$ cat config.mk
export PLATFORM = sky130hd
export DESIGN_NAME = mem_access_ctrl_flat
export DESIGN_NICKNAME = d
export VERILOG_FILES = /design/src/rtl/mem_access_ctrl_if.sv /design/src/rtl/mem_access_ctrl.sv /design/src/flat_wrapper.sv
export SDC_FILE = /design/constraint.sdc
export NUM_CORES = 1
export LEC_CHECK = 0
export CAP_MARGIN = 30
export CORE_MARGIN = 1
export CORE_UTILIZATION = 50
export CTS_BUF_LIST = sky130_fd_sc_hd__clkbuf_8 sky130_fd_sc_hd__clkbuf_16
export CTS_CLUSTER_DIAMETER = 30
export DETAILED_ROUTE_END_ITERATION = 6
export GPL_ROUTABILITY_DRIVEN = 0
export HOLD_SLACK_MARGIN = 0.06
export PLACE_DENSITY = 0.78
export SLEW_MARGIN = 30
export SYNTH_ARGS = -nofsm -noshare
export SYNTH_HDL_FRONTEND = slang
export SYNTH_SLANG_ARGS = --single-unit
$ cat constraint.sdc
create_clock -name clock -period 3.4 [get_ports clock]
set_input_delay 0.68 -clock clock [delete_from_list [all_inputs] [get_ports clock]]
set_output_delay 0.68 -clock clock [all_outputs]
set_load 0.02 [all_outputs]
$ cat src/rtl/mem_access_ctrl_if.sv
// Bus bundle for mem_access_ctrl: CPU request/response channel plus the memory beat channel.
// master = the controller's view; slave = the CPU/memory environment's view.
interface mem_access_ctrl_if #(
    parameter int DATA_W = 32,
    parameter int ADDR_W = 32
);
    localparam int NB = DATA_W / 8;

    logic              req_valid;
    logic              req_ready;
    logic              req_write;
    logic [1:0]        req_size;
    logic              req_signed;
    logic [ADDR_W-1:0] req_addr;
    logic [DATA_W-1:0] req_wdata;

    logic              resp_valid;
    logic              resp_err;
    logic [DATA_W-1:0] resp_rdata;

    logic              mem_req;
    logic [ADDR_W-1:0] mem_addr;
    logic [NB-1:0]     mem_we;
    logic [DATA_W-1:0] mem_wdata;
    logic              mem_ack;
    logic [DATA_W-1:0] mem_rdata;

    modport master (
        input  req_valid, req_write, req_size, req_signed, req_addr, req_wdata,
        output req_ready,
        output resp_valid, resp_err, resp_rdata,
        output mem_req, mem_addr, mem_we, mem_wdata,
        input  mem_ack, mem_rdata
    );

    modport slave (
        output req_valid, req_write, req_size, req_signed, req_addr, req_wdata,
        input  req_ready,
        input  resp_valid, resp_err, resp_rdata,
        input  mem_req, mem_addr, mem_we, mem_wdata,
        output mem_ack, mem_rdata
    );
endinterface

$ cat src/rtl/mem_access_ctrl.sv
// MEM-stage load/store controller: lane mapping, two-beat misaligned split, read merge, extension, timeout.
//   state | meaning
//   IDLE  | req_ready=1, waiting for a request
//   BEAT0 | first aligned beat (entry cycle sets up the beat, then mem_req held until ack)
//   BEAT1 | second beat of a split access, issued back-to-back after BEAT0's ack
//   RESP  | one-cycle resp_valid pulse, then back to IDLE
module mem_access_ctrl #(
    parameter int DATA_W         = 32,
    parameter int ADDR_W         = 32,
    parameter int BIG_ENDIAN     = 1,
    parameter int MISALIGN_SPLIT = 1,
    parameter int TIMEOUT        = 16
) (
    input logic           clock,
    input logic           reset_n,
    mem_access_ctrl_if.master bus
);
    localparam int NB    = DATA_W / 8;
    localparam int L     = $clog2(NB);
    localparam int CNT_W = $clog2(TIMEOUT + 1);
    localparam logic [ADDR_W-1:0] LANE_MASK = ADDR_W'(NB - 1);

    typedef enum logic [1:0] {IDLE, BEAT0, BEAT1, RESP} state_t;

    state_t            state;
    logic              write_q;
    logic              signed_q;
    logic              split_q;
    logic [1:0]        size_q;
    logic [ADDR_W-1:0] addr_q;
    logic [DATA_W-1:0] wdata_q;
    logic [DATA_W-1:0] merge_q;
    logic [CNT_W-1:0]  wait_cnt;

    int   in_off;
    int   in_bytes;
    logic in_split;
    logic in_err;

    always_comb begin
        in_off   = int'(bus.req_addr[L-1:0]);
        in_bytes = 1 << bus.req_size;
        in_split = (in_off + in_bytes) > NB;
        in_err   = (in_bytes > NB) || (in_split && (MISALIGN_SPLIT == 0));
    end

    // Two-word window: lanes 0..NB-1 belong to BEAT0, NB..2NB-1 to BEAT1.
    logic [2*NB-1:0]   we_win;
    logic [2*DATA_W-1:0] wd_win;
    logic [2*DATA_W-1:0] rd_win;
    logic [DATA_W-1:0] rd_res;
    logic [DATA_W-1:0] load_result;
    int                size_bytes;
    int                pos;
    int                lane;
    int                src;

    always_comb begin
        size_bytes = 1 << size_q;
        if (size_bytes > NB) size_bytes = NB;
        we_win     = '0;
        wd_win     = '0;
        rd_res     = '0;
        pos        = 0;
        lane       = 0;
        src        = 0;
        rd_win     = {bus.mem_rdata, (state == BEAT1) ? merge_q : bus.mem_rdata};
        for (int k = 0; k < NB; k++) begin
            if (k < size_bytes) begin
                pos  = int'(addr_q[L-1:0]) + k;
                lane = (BIG_ENDIAN != 0) ? (pos / NB) * NB + (NB - 1 - (pos % NB)) : pos;
                src  = (BIG_ENDIAN != 0) ? size_bytes - 1 - k : k;
                we_win[lane]          = 1'b1;
                wd_win[8*lane +: 8]   = wdata_q[8*src +: 8];
                rd_res[8*src +: 8]    = rd_win[8*lane +: 8];
            end
        end
        load_result = rd_res;
        if (signed_q && (size_bytes < NB)) begin
            for (int i = 0; i < DATA_W; i++) begin
                if (i >= 8 * size_bytes) load_result[i] = rd_res[8*size_bytes-1];
            end
        end
    end

    logic beat_done;
    logic timed_out;

    always_comb begin
        beat_done = bus.mem_req && bus.mem_ack;
        timed_out = bus.mem_req && !bus.mem_ack && (wait_cnt == '0);
    end

    always_ff @(posedge clock or negedge reset_n) begin
        if (!reset_n) begin
            state          <= IDLE;
            write_q        <= 1'b0;
            signed_q       <= 1'b0;
            split_q        <= 1'b0;
            size_q         <= '0;
            addr_q         <= '0;
            wdata_q        <= '0;
            merge_q        <= '0;
            wait_cnt       <= '0;
            bus.req_ready  <= 1'b1;
            bus.resp_valid <= 1'b0;
            bus.resp_err   <= 1'b0;
            bus.resp_rdata <= '0;
            bus.mem_req    <= 1'b0;
            bus.mem_addr   <= '0;
            bus.mem_we     <= '0;
            bus.mem_wdata  <= '0;
        end else begin
            case (state)
                IDLE: begin
                    if (bus.req_valid) begin
                        write_q       <= bus.req_write;
                        signed_q      <= bus.req_signed;
                        size_q        <= bus.req_size;
                        addr_q        <= bus.req_addr;
                        wdata_q       <= bus.req_wdata;
                        split_q       <= in_split;
                        bus.req_ready <= 1'b0;
                        if (in_err) begin
                            state          <= RESP;
                            bus.resp_valid <= 1'b1;
                            bus.resp_err   <= 1'b1;
                            bus.resp_rdata <= '0;
                        end else begin
                            state <= BEAT0;
                        end
                    end
                end
                BEAT0, BEAT1: begin
                    if ((state == BEAT0) && !bus.mem_req) begin
                        bus.mem_req   <= 1'b1;
                        bus.mem_addr  <= addr_q & ~LANE_MASK;
                        bus.mem_we    <= write_q ? we_win[NB-1:0] : '0;
                        bus.mem_wdata <= write_q ? wd_win[DATA_W-1:0] : '0;
                        wait_cnt      <= CNT_W'(TIMEOUT - 1);
                    end else if (beat_done && (state == BEAT0) && split_q) begin
                        // Next beat follows with no idle cycle; mem_req stays high.
                        state         <= BEAT1;
                        merge_q       <= bus.mem_rdata;
                        bus.mem_addr  <= bus.mem_addr + ADDR_W'(NB);
                        bus.mem_we    <= write_q ? we_win[2*NB-1:NB] : '0;
                        bus.mem_wdata <= write_q ? wd_win[2*DATA_W-1:DATA_W] : '0;
                        wait_cnt      <= CNT_W'(TIMEOUT - 1);
                    end else if (beat_done || timed_out) begin
                        state          <= RESP;
                        bus.mem_req    <= 1'b0;
                        bus.mem_we     <= '0;
                        bus.mem_wdata  <= '0;
                        bus.resp_valid <= 1'b1;
                        bus.resp_err   <= timed_out;
                        bus.resp_rdata <= (beat_done && !write_q) ? load_result : '0;
                    end else if (bus.mem_req) begin
                        wait_cnt <= wait_cnt - CNT_W'(1);
                    end
                end
                RESP: begin
                    state          <= IDLE;
                    bus.req_ready  <= 1'b1;
                    bus.resp_valid <= 1'b0;
                    bus.resp_err   <= 1'b0;
                    bus.resp_rdata <= '0;
                end
                default: state <= IDLE;
            endcase
        end
    end
endmodule

$ cat src/flat_wrapper.sv
// flat-port wrapper written by rule: the top's interface ports become plain ports
module mem_access_ctrl_flat 
#(
    parameter int DATA_W         = 32,
    parameter int ADDR_W         = 32,
    parameter int BIG_ENDIAN     = 1,
    parameter int MISALIGN_SPLIT = 1,
    parameter int TIMEOUT        = 16
)
  (clock, reset_n, bus_req_valid, bus_req_write, bus_req_size, bus_req_signed, bus_req_addr, bus_req_wdata, bus_req_ready, bus_resp_valid, bus_resp_err, bus_resp_rdata, bus_mem_req, bus_mem_addr, bus_mem_we, bus_mem_wdata, bus_mem_ack, bus_mem_rdata);
  mem_access_ctrl_if #(.DATA_W(DATA_W), .ADDR_W(ADDR_W)) bus_i ();
  input logic clock;
  input logic reset_n;
  input wire logic [$bits(bus_i.req_valid)-1:0] bus_req_valid;
  input wire logic [$bits(bus_i.req_write)-1:0] bus_req_write;
  input wire logic [$bits(bus_i.req_size)-1:0] bus_req_size;
  input wire logic [$bits(bus_i.req_signed)-1:0] bus_req_signed;
  input wire logic [$bits(bus_i.req_addr)-1:0] bus_req_addr;
  input wire logic [$bits(bus_i.req_wdata)-1:0] bus_req_wdata;
  output wire logic [$bits(bus_i.req_ready)-1:0] bus_req_ready;
  output wire logic [$bits(bus_i.resp_valid)-1:0] bus_resp_valid;
  output wire logic [$bits(bus_i.resp_err)-1:0] bus_resp_err;
  output wire logic [$bits(bus_i.resp_rdata)-1:0] bus_resp_rdata;
  output wire logic [$bits(bus_i.mem_req)-1:0] bus_mem_req;
  output wire logic [$bits(bus_i.mem_addr)-1:0] bus_mem_addr;
  output wire logic [$bits(bus_i.mem_we)-1:0] bus_mem_we;
  output wire logic [$bits(bus_i.mem_wdata)-1:0] bus_mem_wdata;
  input wire logic [$bits(bus_i.mem_ack)-1:0] bus_mem_ack;
  input wire logic [$bits(bus_i.mem_rdata)-1:0] bus_mem_rdata;
  assign bus_i.req_valid = bus_req_valid;
  assign bus_i.req_write = bus_req_write;
  assign bus_i.req_size = bus_req_size;
  assign bus_i.req_signed = bus_req_signed;
  assign bus_i.req_addr = bus_req_addr;
  assign bus_i.req_wdata = bus_req_wdata;
  assign bus_req_ready = bus_i.req_ready;
  assign bus_resp_valid = bus_i.resp_valid;
  assign bus_resp_err = bus_i.resp_err;
  assign bus_resp_rdata = bus_i.resp_rdata;
  assign bus_mem_req = bus_i.mem_req;
  assign bus_mem_addr = bus_i.mem_addr;
  assign bus_mem_we = bus_i.mem_we;
  assign bus_mem_wdata = bus_i.mem_wdata;
  assign bus_i.mem_ack = bus_mem_ack;
  assign bus_i.mem_rdata = bus_mem_rdata;
  mem_access_ctrl #(.DATA_W(DATA_W), .ADDR_W(ADDR_W), .BIG_ENDIAN(BIG_ENDIAN), .MISALIGN_SPLIT(MISALIGN_SPLIT), .TIMEOUT(TIMEOUT)) u_core (.clock(clock), .reset_n(reset_n), .bus(bus_i));
endmodule
Yosys cells after proc, flatten, opt, wreduce, memory -nomap -nowiden
Index checks and enable logic that the tools add are counted.
{"block": "word_totals", "memories": 0, "elab_cells": 285, "latch_bits": 0, "register_bits": 212, "input_bits": 104, "ramBits": 0, "output_inout_bits": 104, "mem_bits_ro": 0}
{"block": "op_classes", "n_mux": 108, "bitwise": 9, "mul": 0, "order_cmp": 49, "n_eq_ne": 11, "shifts": 26, "add_sub_neg": 29, "reduce_logical": 36, "n_div": 0}
{"op": "32-bit 2-to-1 mux", "count": 20}
{"op": "6-bit by 32-bit >= comparator with 1-bit output, first input constant", "count": 16}
{"op": "32-bit negation with 33-bit output", "count": 8}
{"op": "5-bit by 32-bit >= comparator with 1-bit output, first input constant", "count": 8}
{"op": "64-bit 2-to-1 mux", "count": 4}
{"op": "8-bit by 33-bit variable shift with 64-bit output, first input constant", "count": 4}
{"op": "64-bit by 32-bit indexed part select with 8-bit output", "count": 4}
{"op": "8-bit by 33-bit indexed part select with 64-bit output", "count": 4}
{"op": "64-bit bitwise mux", "count": 3}
{"op": "8-bit by 33-bit variable shift with 32-bit output, first input constant", "count": 4}
{"op": "8-bit by 33-bit indexed part select with 32-bit output", "count": 4}
{"op": "32-bit by 1-bit >= comparator with 1-bit output, second input constant", "count": 4}
{"op": "4-bit by 32-bit >= comparator with 1-bit output, first input constant", "count": 4}
{"op": "32-bit by 5-bit less-than comparator with 1-bit output, second input constant", "count": 4}
{"op": "32-bit by 32-bit indexed part select with 8-bit output", "count": 4}
{"op": "32-bit adder", "count": 3}
{"op": "32-bit bitwise mux", "count": 3}
{"op": "32-bit by 4-bit > comparator with 1-bit output, second input constant", "count": 3}
{"op": "32-bit one-hot mux with 3 select lines", "count": 1}
{"op": "64-bit bitwise AND", "count": 1}
{"op": "3-bit by 32-bit >= comparator with 1-bit output, first input constant", "count": 2}
{"op": "3-bit by 32-bit less-than comparator with 1-bit output, first input constant", "count": 2}
{"op": "1-bit by 2-bit << shifter with 32-bit output, first input constant", "count": 2}
{"op": "29-bit by 2-bit subtractor with 29-bit output, second input constant", "count": 2}
{"op": "other kinds (46)", "count": 154}

Logic depth before layout (Yosys ltp)
Gate-level depths: netlist of the first run.
{"block": "depth", "word_depth": 24, "depth_mapped": 15, "ltp_nobuf": 10}

Least setup slack after synthesis of the first run
OpenSTA, ideal clock, no wires.
{"block": "synth_path", "path_kind": "register to register", "start": "register u_core.size_q[1]", "end": "register u_core.bus.mem_wdata[3]", "path_stages_with_launch": 13, "path_slack_ns": 0.043, "period_less_slack_ns": 3.357, "setup_ns": 0.101, "arrival_ns": 3.257, "t_required_ns": 3.299, "path_buffers": 4, "path_cell_list": "dfrtp_1 -> buf_2 -> clkbuf_1 -> buf_2 -> clkbuf_1 -> or2_2 -> ha_1 -> or3_1 -> a2111oi_2 -> a221oi_1 -> nor3_1 -> a211oi_1 -> o32ai_1"}
{"block": "synth_between", "elab_chain_cells": 17, "word_cells_on_any_way": 31, "cone_classes": "add/sub (4); order compare (5); shift (9); mux (12); bitwise (1)"}
{"element": "start: declaration", "line_no": "mem_access_ctrl.sv:29", "rtl": "logic [1:0] size_q;"}
{"element": "start signal: assignment", "line_no": "mem_access_ctrl.sv:119", "rtl": "size_q <= bus.req_size;"}
{"element": "1-bit by 2-bit << shifter with 32-bit output *", "line_no": "mem_access_ctrl.sv:59", "rtl": "size_bytes = 1 << size_q;"}
{"element": "32-bit by 4-bit > comparator with 1-bit output", "line_no": "mem_access_ctrl.sv:60", "rtl": "if (size_bytes > NB) size_bytes = NB;"}
{"element": "32-bit 2-to-1 mux *", "line_no": "mem_access_ctrl.sv:60"}
{"element": "branches (longest 10 deep; another with 29-bit by 2-bit subtractor with 29-bit output)"}
{"element": "64-bit 2-to-1 mux *", "line_no": "mem_access_ctrl.sv:69", "rtl": "if (k < size_bytes) begin"}
{"element": "32-bit 2-to-1 mux", "line_no": "mem_access_ctrl.sv:147", "rtl": "bus.mem_wdata <= write_q ? wd_win[2*DATA_W-1:DATA_W] : '0;"}
{"element": "32-bit 2-to-1 mux", "line_no": "mem_access_ctrl.sv:141", "rtl": "end else if (beat_done && (state == BEAT0) && split_q) begin"}
{"element": "32-bit 2-to-1 mux *", "line_no": "mem_access_ctrl.sv:135", "rtl": "if ((state == BEAT0) && !bus.mem_req) begin"}
{"element": "end signal: assignment", "line_no": "mem_access_ctrl.sv:139", "rtl": "bus.mem_wdata <= write_q ? wd_win[DATA_W-1:0] : '0;"}
{"element": "end signal: assignment", "line_no": "mem_access_ctrl.sv:147"}
{"element": "end: declaration", "line_no": "mem_access_ctrl_if.sv:32", "rtl": "output mem_req, mem_addr, mem_we, mem_wdata,"}
Mark *: on every way between the ends.
A chain may end at the register's enable or synchronous reset.

Worst setup path in the final report of the first run
{"block": "layout_path", "start": "register u_core.size_q[0]", "end": "register u_core.bus.mem_wdata[17]"}
The elaborated chain is that of the path after synthesis.

==> impl_metrics.env, run 1 <==
export IMPL_status="finished clean"
export IMPL_drc=0
export IMPL_rsz0062_at_grt="false"
export IMPL_synth_top_cell_area_share_pct=38.39
export IMPL_cp_startpoint="u_core.size_q[0]$_DFFE_PN0P_"
export IMPL_yosys_most_used_dff="dfrtp_1"
export IMPL_hpwlAfterDp_um=29720
export IMPL_numCtsBuffers=49
export IMPL_fin_area_um2=17850
export IMPL_post_cts_buffers=0
export IMPL_grt_pass1_wl_um=67670
export IMPL_synth_seq_area_share_pct=38.58
export IMPL_synth_seq_cells=210
export IMPL_endpoint="u_core.bus.mem_wdata[17]$_DFFE_PN0P_"
export IMPL_r2r_end="u_core.bus.mem_wdata[17]$_DFFE_PN0P_"
export IMPL_wirelength_um=42040
export IMPL_finalSetupTns_ns=0
export IMPL_antenna_found_initial=1
export IMPL_setup_viol=0
export IMPL_fin_nets=1707
export IMPL_slew_violations=0
export IMPL_wl_per_cell_um=21.46
export IMPL_p_int_w=0.006013
export IMPL_slew_headroom_pct=43.75
export IMPL_place_area_um2=16100
export IMPL_holdBufCountCts=0
export IMPL_drt_pass1_iter_count=5
export IMPL_clk_latency_ns=0.54
export IMPL_cp_arrival_ns=3.45
export IMPL_ant_nets=0
export IMPL_switching_share_pct=21.22
export IMPL_p_leak_nw=7.626
export IMPL_powerDensity_nw_per_um2=427.5
export IMPL_synth_top_area_cell="dfrtp_1"
export IMPL_syn_avg_cell_area_um2=9.908
export IMPL_cts_root_buf="clkbuf_16"
export IMPL_grt_max_degree=73
export IMPL_p_clk_share_pct=63.9
export IMPL_worstRegToRegCells=8
export IMPL_rows=60
export IMPL_fp_coreArea_um2=26880
export IMPL_io_pins=208
export IMPL_p_comb_share_pct=3.2
export IMPL_grt_remaining_overflow=0
export IMPL_syn_area_um2=13620
export IMPL_start_util_pct=50.69
export IMPL_cts_max_path_buffers=3
export IMPL_utilization_pct=66.43
export IMPL_vias=12632
export IMPL_fin_worst_skew_ns=0.01800
export IMPL_die_x_um=167.1
export IMPL_yosysUniqueCellTypes=77
export IMPL_seqPwrFrac_pct=32.9
export IMPL_antenna_cells=0
export IMPL_min_period_over_period_pct=88.68
export IMPL_required_ns=3.84
export IMPL_setup_worst_path_start_class="flip-flop"
export IMPL_path_class="flip-flop to flip-flop"
export IMPL_clkTransAtPathRegs_ns=0.04
export IMPL_die_area_um2=27910
export IMPL_first_global_vias=12515
export IMPL_netlist_instances=1375
export IMPL_clock_sinks=210
export IMPL_regArea_um2=5258
export IMPL_htree_levels=2
export IMPL_via_per_inst=6.448
export IMPL_fmax_ghz=0.3317
export IMPL_port_buffers=205
export IMPL_cts_resized_gates=0
export IMPL_areaGrowthSynthToFinish_pct=31.05
export IMPL_yosys_warnings=0
export IMPL_r2r_setup_slack_ns=0.38
export IMPL_first_iter_violations=1588
export IMPL_synth_edf_count=0
export IMPL_die_y_um=167.1
export IMPL_ir_drop_mv=0.3528
export IMPL_r2r_start="u_core.size_q[0]$_DFFE_PN0P_"
export IMPL_p_switching_w=0.001619
export IMPL_drive_above_1_share_pct=21.01
export IMPL_multi_input_area_um2=7851
export IMPL_crit_fanout=8
export IMPL_worst_slew_pin_slew_ns=0.8372
export IMPL_fillers=2060
export IMPL_cp_end_kind="flip-flop"
export IMPL_hold_viol=0
export IMPL_ys_async_sr_fraction_pct=100.0
export IMPL_cts_tree="built"
export IMPL_min_period_ns=3.015
export IMPL_drv_cap=0
export IMPL_synth_area_leaders="dfrtp_1, mux2_2, mux4_2"
export IMPL_hp_class="input port to asynchronous set/reset pin"
export IMPL_grtUsageTotal_pct=30.18
## cell usage after synthesis (all sizes together) (24+ instances only)
master	count
clkbuf	66
buf	40
o21ai	72
ha	24
nand2	154
a22oi	34
dfrtp	209
a21oi	130
mux2	129
nor3	33
a221oi	45
nor2	69
mux4	43
## metal layers
layer | global-route usage [%] | wire, um
met4 | 11.96 | 1499
met3 | 9.411 | 4946
met5 | 0 | 0
met1 | 39.40 | 16520
met2 | 46.70 | 19080
## flip-flops by register name, summed over array words and instances, names as in the netlist
| signal | flops |
|---|---|
| u_core.addr_q | 32 |
| u_core.bus.mem_wdata | 32 |
| u_core.bus.resp_rdata | 32 |
| u_core.merge_q | 32 |
| u_core.wdata_q | 32 |
| u_core.bus.mem_addr | 30 |
| u_core.wait_cnt | 5 |
| u_core.bus.mem_we | 4 |
| u_core.size_q | 2 |
| u_core.state | 2 |
| u_core.bus.mem_req | 1 |
| u_core.bus.req_ready | 1 |
| u_core.bus.resp_err | 1 |
| u_core.bus.resp_valid | 1 |
| u_core.signed_q | 1 |
| u_core.split_q | 1 |
| u_core.write_q | 1 |
## worst min path at each step
stage | from | to | cells past startpoint
2_1_floorplan | reset_n | u_core.addr_q[0]$_DFFE_PN0P_ | 0
3_3_place_gp | u_core.addr_q[2]$_DFFE_PN0P_ | u_core.bus.mem_addr[2]$_DFFE_PN0P_ | 2
3_5_place_dp | u_core.addr_q[2]$_DFFE_PN0P_ | u_core.bus.mem_addr[2]$_DFFE_PN0P_ | 2
4_1_cts | reset_n | u_core.bus.mem_wdata[15]$_DFFE_PN0P_ | 1
5_1_grt | reset_n | u_core.bus.mem_wdata[15]$_DFFE_PN0P_ | 1
6_report | reset_n | u_core.bus.mem_wdata[8]$_DFFE_PN0P_ | 1
## cell type report
class | instances | area share, %
clock buffers | 58 | 7.625
well taps | 341 | 2.390
inverters | 19 | 0.4135
multi-input cells | 1041 | 43.98
flip-flops and latches | 210 | 29.45
clock inverters | 33 | 2.166
repair buffers | 257 | 13.98
## power groups by stage
stage,Sequential (W),Combinational [W],Clock [W]
detailed placement,0.00255,0.000249,0
floorplan,0.00255,0.0000392,0
global placement,0.00255,0.000243,0
CTS,0.00251,0.000251,0.00492
global route,0.00251,0.000270,0.00507
finish,0.00251,0.000248,0.00488
## metrics by stage
| stage | std cells | hold WS, ns | setup WS (ns) | total power (W) |
|---|---|---|---|---|
| CTS | 1959 | 0.1902 | 0.4358 | 0.007683 |
| global route | 1959 | 0.2036 | 0.1946 | 0.007849 |
| detailed placement | 1868 | 0.4820 | 0.3228 | 0.002796 |
| finish | 1959 | 0.1638 | 0.3849 | 0.007632 |
| global placement | 1868 | 0.4749 | 0.3860 | 0.002790 |
| floorplan | 1376 | 0.3844 | 0.04253 | 0.002587 |
## placed cells by master, fill, tap and decap left out, drive strengths merged, types with 34 or more instances in the layout
cell	n
buf	52
a221oi	45
nand2	154
clkbuf	59
dfrtp	209
a21oi	130
nor2	69
a22oi	34
o21ai	72
mux4	43
mux2	129
clkdlybuf4s50	204
## worst max-delay path: stages, from the launching register on
cell and delay, ns:
dfrtp_1 0.44, or2_2 0.32, ha_1 0.26, or3_1 0.43, a21o_1 0.26, a211oi_2 0.53
a221oi_1 0.21, a211o_1 0.31, a31oi_1 0.17
## kinds of logic (layout without fill, tap and decap cells)
logic type,Yosys count,after routing,synth area share [%]
simple gates,383,383,13.60
other cells,2,3,0.05513
fa+ha+maj,25,25,2.351
xor+xnor,2,2,0.1286
compound gates,437,437,22.12
mux,191,191,19.20
flops,210,210,38.58
buf+inv,125,367,3.968
(Power assumes the default switching activity.)
==> run 2: changes to the inputs <==
- CORE_UTILIZATION: 50 -> 40
- PLACE_DENSITY: 0.78 -> 0.68
==> impl_metrics.env, run 2 (synthesized netlist as in run 1, its figures left out) <==
export IMPL_wirelength_um=43370
export IMPL_drv_cap=0
export IMPL_rows=67
export IMPL_min_period_over_period_pct=90.82
export IMPL_cp_end_kind="flip-flop"
export IMPL_post_cts_buffers=0
export IMPL_clk_latency_ns=0.57
export IMPL_crit_chain="buf_4 -> clkinv_1 -> buf_4 -> ha_1 -> nor2b_1 -> and2_0 -> a22oi_1 -> o2bb2ai_1 -> nand2_1 -> a31oi_1"
export IMPL_start_util_pct=40.63
export IMPL_cts_max_path_buffers=3
export IMPL_path_class="flip-flop to flip-flop"
export IMPL_first_iter_violations=1446
export IMPL_cp_arrival_ns=3.57
export IMPL_setup_viol=0
export IMPL_final_common_cell="dfrtp_1"
export IMPL_rsz0062_at_grt="false"
export IMPL_cts_tree="built"
export IMPL_clock_sinks=210
export IMPL_hold_viol=0
export IMPL_antenna_found_initial=6
export IMPL_fin_nets=1715
export IMPL_p_leak_nw=7.693
export IMPL_clkTransAtPathRegs_ns=0.04
export IMPL_wl_per_cell_um=20.87
export IMPL_finalSetupTns_ns=0
export IMPL_die_x_um=186.5
export IMPL_vias=12714
export IMPL_ir_drop_mv=0.3969
export IMPL_crit_family="simple AND/OR/NAND/NOR gates"
export IMPL_drive_above_1_share_pct=21.67
export IMPL_required_ns=3.89
export IMPL_fin_worst_skew_ns=0.02822
export IMPL_slew_headroom_pct=46.21
export IMPL_via_per_inst=6.118
export IMPL_slew_violations=0
export IMPL_holdBufCountCts=0
export IMPL_first_global_vias=12312
export IMPL_min_period_ns=3.088
export IMPL_htree_levels=2
export IMPL_ant_nets=0
export IMPL_status="complete, but fails checks"
export IMPL_fmax_ghz=0.3239
export IMPL_cts_resized_gates=0
export IMPL_numCtsBuffers=53
export IMPL_slowest_delay_ns=0.70
export IMPL_cts_root_buf="clkbuf_16"
export IMPL_grt_max_degree=73
export IMPL_place_ws_ns=0.3725
export IMPL_violations="design-rule violations"
export IMPL_hp_class="input port to asynchronous set/reset pin"
export IMPL_hpwlAfterDp_um=31170
export IMPL_drt_pass1_iter_count=7
export IMPL_powerDensity_nw_per_um2=437.7
export IMPL_crit_path_frequent_cell="buf_4"
export IMPL_port_buffers=205
export IMPL_worst_slew_pin_slew_ns=0.8003
export IMPL_crit_fanout=17
export IMPL_io_pins=208
export IMPL_fp_coreArea_um2=33530
export IMPL_die_y_um=186.5
export IMPL_areaGrowthSynthToFinish_pct=33.08
export IMPL_setup_worst_path_start_class="flip-flop"
export IMPL_die_area_um2=34800
export IMPL_grt_pass1_wl_um=69260
export IMPL_mostFrequentLayoutCells="dfrtp_1, clkdlybuf4s50_1, nand2_1"
export IMPL_grtUsageTotal_pct=24.70
export IMPL_grt_remaining_overflow=0
export IMPL_slowest_stage="nor2b_1"
export IMPL_drc=1
export IMPL_cp_buffers_inverters=3
export IMPL_fin_ws_ns=0.3122
## run 2: routing by layer
layer | routed length (um) | GRT usage, % | vias up | share of wire [%]
met4 | 1076 | 8.008 | 6 | 2.5
met5 | 33 | 0 | - | 0.076
met3 | 4584 | 6.846 | 100 | 11
met1 | 17790 | 32.98 | 6189 | 41
li1 | - | - | 5691 | -
met2 | 19880 | 38.75 | 728 | 46
## run 2: worst paths after layout
path                                                            from                              endpoint  slack [ns]  cells after the start
worst max-delay path                    u_core.addr_q[1]$_DFFE_PN0P_  u_core.bus.mem_wdata[19]$_DFFE_PN0P_        0.31                     10
max in group asynchronous                                    reset_n      u_core.bus.req_ready$_DFFE_PN1P_        2.31                      2
worst min-delay path                                         reset_n   u_core.bus.mem_wdata[2]$_DFFE_PN0P_        0.10                      1
worst max register to register          u_core.addr_q[1]$_DFFE_PN0P_  u_core.bus.mem_wdata[19]$_DFFE_PN0P_        0.31                     10
min in group clock              u_core.bus.mem_wdata[25]$_DFFE_PN0P_  u_core.bus.mem_wdata[25]$_DFFE_PN0P_        0.49                      1
worst min register to register  u_core.bus.mem_wdata[25]$_DFFE_PN0P_  u_core.bus.mem_wdata[25]$_DFFE_PN0P_        0.49                      1
## run 2: report_power, final
group          internal [W]  switching (W)
Combinational      0.000135       0.000116
Sequential          0.00251     0.00000119
Clock               0.00355        0.00163
Total               0.00619        0.00175
## run 2: per-stage QoR
step	instance area [um^2]	power (W)	instances	utilization, %	hold WS, ns
detailed placement	16240	0.002801	1979	48.44	0.4807
global placement	16240	0.002797	1979	48.43	0.4795
CTS	18110	0.008012	2077	54.02	0.1324
finish	18130	0.007935	2078	54.07	0.1024
floorplan	13630	0.002587	1376	-	0.3844
global route	18130	0.008191	2077	54.06	0.1516
## run 2: worst register-to-register path, stage by stage (launching register included)
cell,delay [ns]
dfrtp_1,0.31
buf_4,0.17
clkinv_1,0.11
buf_4,0.25
ha_1,0.40
nor2b_1,0.70
and2_0,0.49
a22oi_1,0.17
o2bb2ai_1,0.17
nand2_1,0.08
a31oi_1,0.17
## run 2: layout make-up
class                           instances  area, um^2
Clock buffer                           57        1381
Multi-Input combinational cell       1041        7865
Sequential cell                       210        5258
Timing Repair Buffer                  261        2501
Fill cell                            2983       15400
Tap cell                              448       560.5
Clock inverter                         41       488.0
Antenna cell                            1       2.502
Inverter                               19       73.82
==> run 3: changes to the inputs <==
- CTS_CLUSTER_DIAMETER: 30 -> unset
==> impl_metrics.env, run 3 (synthesized netlist as in run 1, its figures left out) <==
export IMPL_die_area_um2=34800
export IMPL_r2r_setup_slack_ns=0.26
export IMPL_slowest_delay_ns=0.70
export IMPL_clkTransAtPathRegs_ns=0.06
export IMPL_hp_class="input port to asynchronous set/reset pin"
export IMPL_required_ns=3.84
export IMPL_min_period_ns=3.140
export IMPL_die_y_um=186.5
export IMPL_cts_root_buf="clkbuf_16"
export IMPL_first_global_vias=11925
export IMPL_drv_cap=0
export IMPL_ir_drop_mv=0.3941
export IMPL_grtUsageTotal_pct=23.91
export IMPL_port_buffers=205
export IMPL_grt_max_degree=73
export IMPL_fillers=3096
export IMPL_die_x_um=186.5
export IMPL_first_iter_violations=1407
export IMPL_rsz0062_at_grt="false"
export IMPL_start_util_pct=40.63
export IMPL_clock_sinks=210
export IMPL_numCtsBuffers=25
export IMPL_utilization_pct=50.92
export IMPL_fin_nets=1687
export IMPL_clk_latency_ns=0.52
export IMPL_mostFrequentLayoutCells="dfrtp_1, clkdlybuf4s50_1, nand2_1"
export IMPL_r2r_end="u_core.bus.mem_wdata[19]$_DFFE_PN0P_"
export IMPL_status="finished clean"
export IMPL_post_cts_buffers=0
export IMPL_drive_above_1_share_pct=18.67
export IMPL_p_int_w=0.004226
export IMPL_wl_per_cell_um=20.87
export IMPL_finalSetupTns_ns=0
export IMPL_slew_violations=0
export IMPL_holdBufCountCts=0
export IMPL_p_comb_share_pct=4.6
export IMPL_antenna_found_initial=7
export IMPL_worstRegToRegCells=10
export IMPL_min_period_over_period_pct=92.37
export IMPL_crit_path_frequent_cell="buf_4"
export IMPL_ant_nets=0
export IMPL_setup_worst_path_start_class="flip-flop"
export IMPL_worst_hold_slack_ns=0.1525
export IMPL_hpwlAfterDp_um=31170
export IMPL_multi_input_area_um2=7865
export IMPL_p_switching_w=0.001171
export IMPL_via_per_inst=6.160
export IMPL_htree_levels=1
export IMPL_seqPwrFrac_pct=46.4
export IMPL_slowest_stage="nor2b_1"
export IMPL_cp_arrival_ns=3.58
export IMPL_worst_slew_pin_slew_ns=0.7970
export IMPL_path_class="flip-flop to flip-flop"
export IMPL_cts_max_path_buffers=3
export IMPL_powerDensity_nw_per_um2=316.1
export IMPL_place_inst=1979
export IMPL_grt_pass1_wl_um=67470
export IMPL_cts_tree="built"
export IMPL_hold_viol=0
export IMPL_io_pins=208
export IMPL_p_leak_nw=7.220
export IMPL_fin_worst_skew_ns=0.009646
export IMPL_r2r_start="u_core.addr_q[1]$_DFFE_PN0P_"
export IMPL_setup_viol=0
export IMPL_finalNonFillerCells=2025
export IMPL_regArea_um2=5258
export IMPL_areaGrowthSynthToFinish_pct=25.34
export IMPL_final_common_cell="dfrtp_1"
export IMPL_cts_resized_gates=0
export IMPL_wirelength_um=42260
export IMPL_drt_pass1_iter_count=6
export IMPL_crit_fanout=17
export IMPL_grt_remaining_overflow=0
export IMPL_cp_end_kind="flip-flop"
export IMPL_slew_headroom_pct=46.46
export IMPL_rows=67
export IMPL_crit_chain="buf_4 -> clkinv_1 -> buf_4 -> ha_1 -> nor2b_1 -> and2_0 -> a22oi_1 -> o2bb2ai_1 -> nand2_1 -> a31oi_1"
export IMPL_design_power_total_w=0.005397
export IMPL_p_clk_share_pct=49.0
export IMPL_vias=12473
export IMPL_fmax_ghz=0.3184
export IMPL_fp_coreArea_um2=33530
export IMPL_switching_share_pct=21.70
export IMPL_drc=0
## run 3: cell types whose count changed in the layout (fill, tap and decap cells not counted), sizes merged
cell	previous run	this run
clkinv	18	5
diode	1	2
inv	24	25
clkbuf	58	31
clkinvlp	10	1
bufinv	8	2
## run 3: cell type report
cell class / count / area share, %
repair buffers: 261 / 14.65
flip-flops and latches: 210 / 30.79
well taps: 448 / 3.283
diodes: 2 / 0.02931
inverters: 19 / 0.4323
clock buffers: 30 / 4.067
clock inverters: 14 / 0.6888
multi-input cells: 1041 / 46.06
## run 3: power by group through the flow
stage	clock network, W	registers, W	logic [W]
finish	0.00264	0.00250	0.000251
global route	0.00279	0.00250	0.000274
CTS	0.00270	0.00250	0.000255
detailed placement	0	0.00255	0.000254
global placement	0	0.00255	0.000250
floorplan	0	0.00255	0.0000392
## run 3: worst max-delay path by stage
stage / start / to / slack [ns] / cells past startpoint
3_3_place_gp: u_core.addr_q[1]$_DFFE_PN0P_ / u_core.bus.mem_wdata[19]$_DFFE_PN0P_ / 0.39 / 10
2_1_floorplan: u_core.size_q[1]$_DFFE_PN0P_ / u_core.bus.mem_wdata[3]$_DFFE_PN0P_ / 0.04 / 12
5_1_grt: u_core.addr_q[1]$_DFFE_PN0P_ / u_core.bus.mem_wdata[19]$_DFFE_PN0P_ / 0.03 / 10
3_5_place_dp: bus_mem_rdata[23] / u_core.bus.resp_rdata[21]$_DFFE_PN0P_ / 0.37 / 7
4_1_cts: u_core.addr_q[1]$_DFFE_PN0P_ / u_core.bus.mem_wdata[19]$_DFFE_PN0P_ / 0.39 / 10
6_report: u_core.addr_q[1]$_DFFE_PN0P_ / u_core.bus.mem_wdata[19]$_DFFE_PN0P_ / 0.26 / 10
## run 3: routing by layer
layer  vias up  routed length (um)  GRT usage, %
li1       5614                   -             -
met1      6032               17770         33.04
met2       705               19040         37.51
met3       116                4144         5.116
met4         6                1265         7.440
met5         -                  41             0
## run 3: critical path: cells and delay by family, from the launching register on
| kind | cells | cell delay, ns |
|---|---|---|
| fa+ha+maj | 1 | 0.40 |
| flops | 1 | 0.32 |
| simple gates | 3 | 1.30 |
| buf+inv | 3 | 0.53 |
| compound gates | 3 | 0.53 |
## run 3: metrics by stage
stage	cell area, um^2	setup WS (ns)
after global placement	16240	0.3888
after floorplan	13630	0.04253
after CTS	17060	0.3870
after global routing	17070	0.03398
after detailed placement	16240	0.3725
final	17080	0.2595
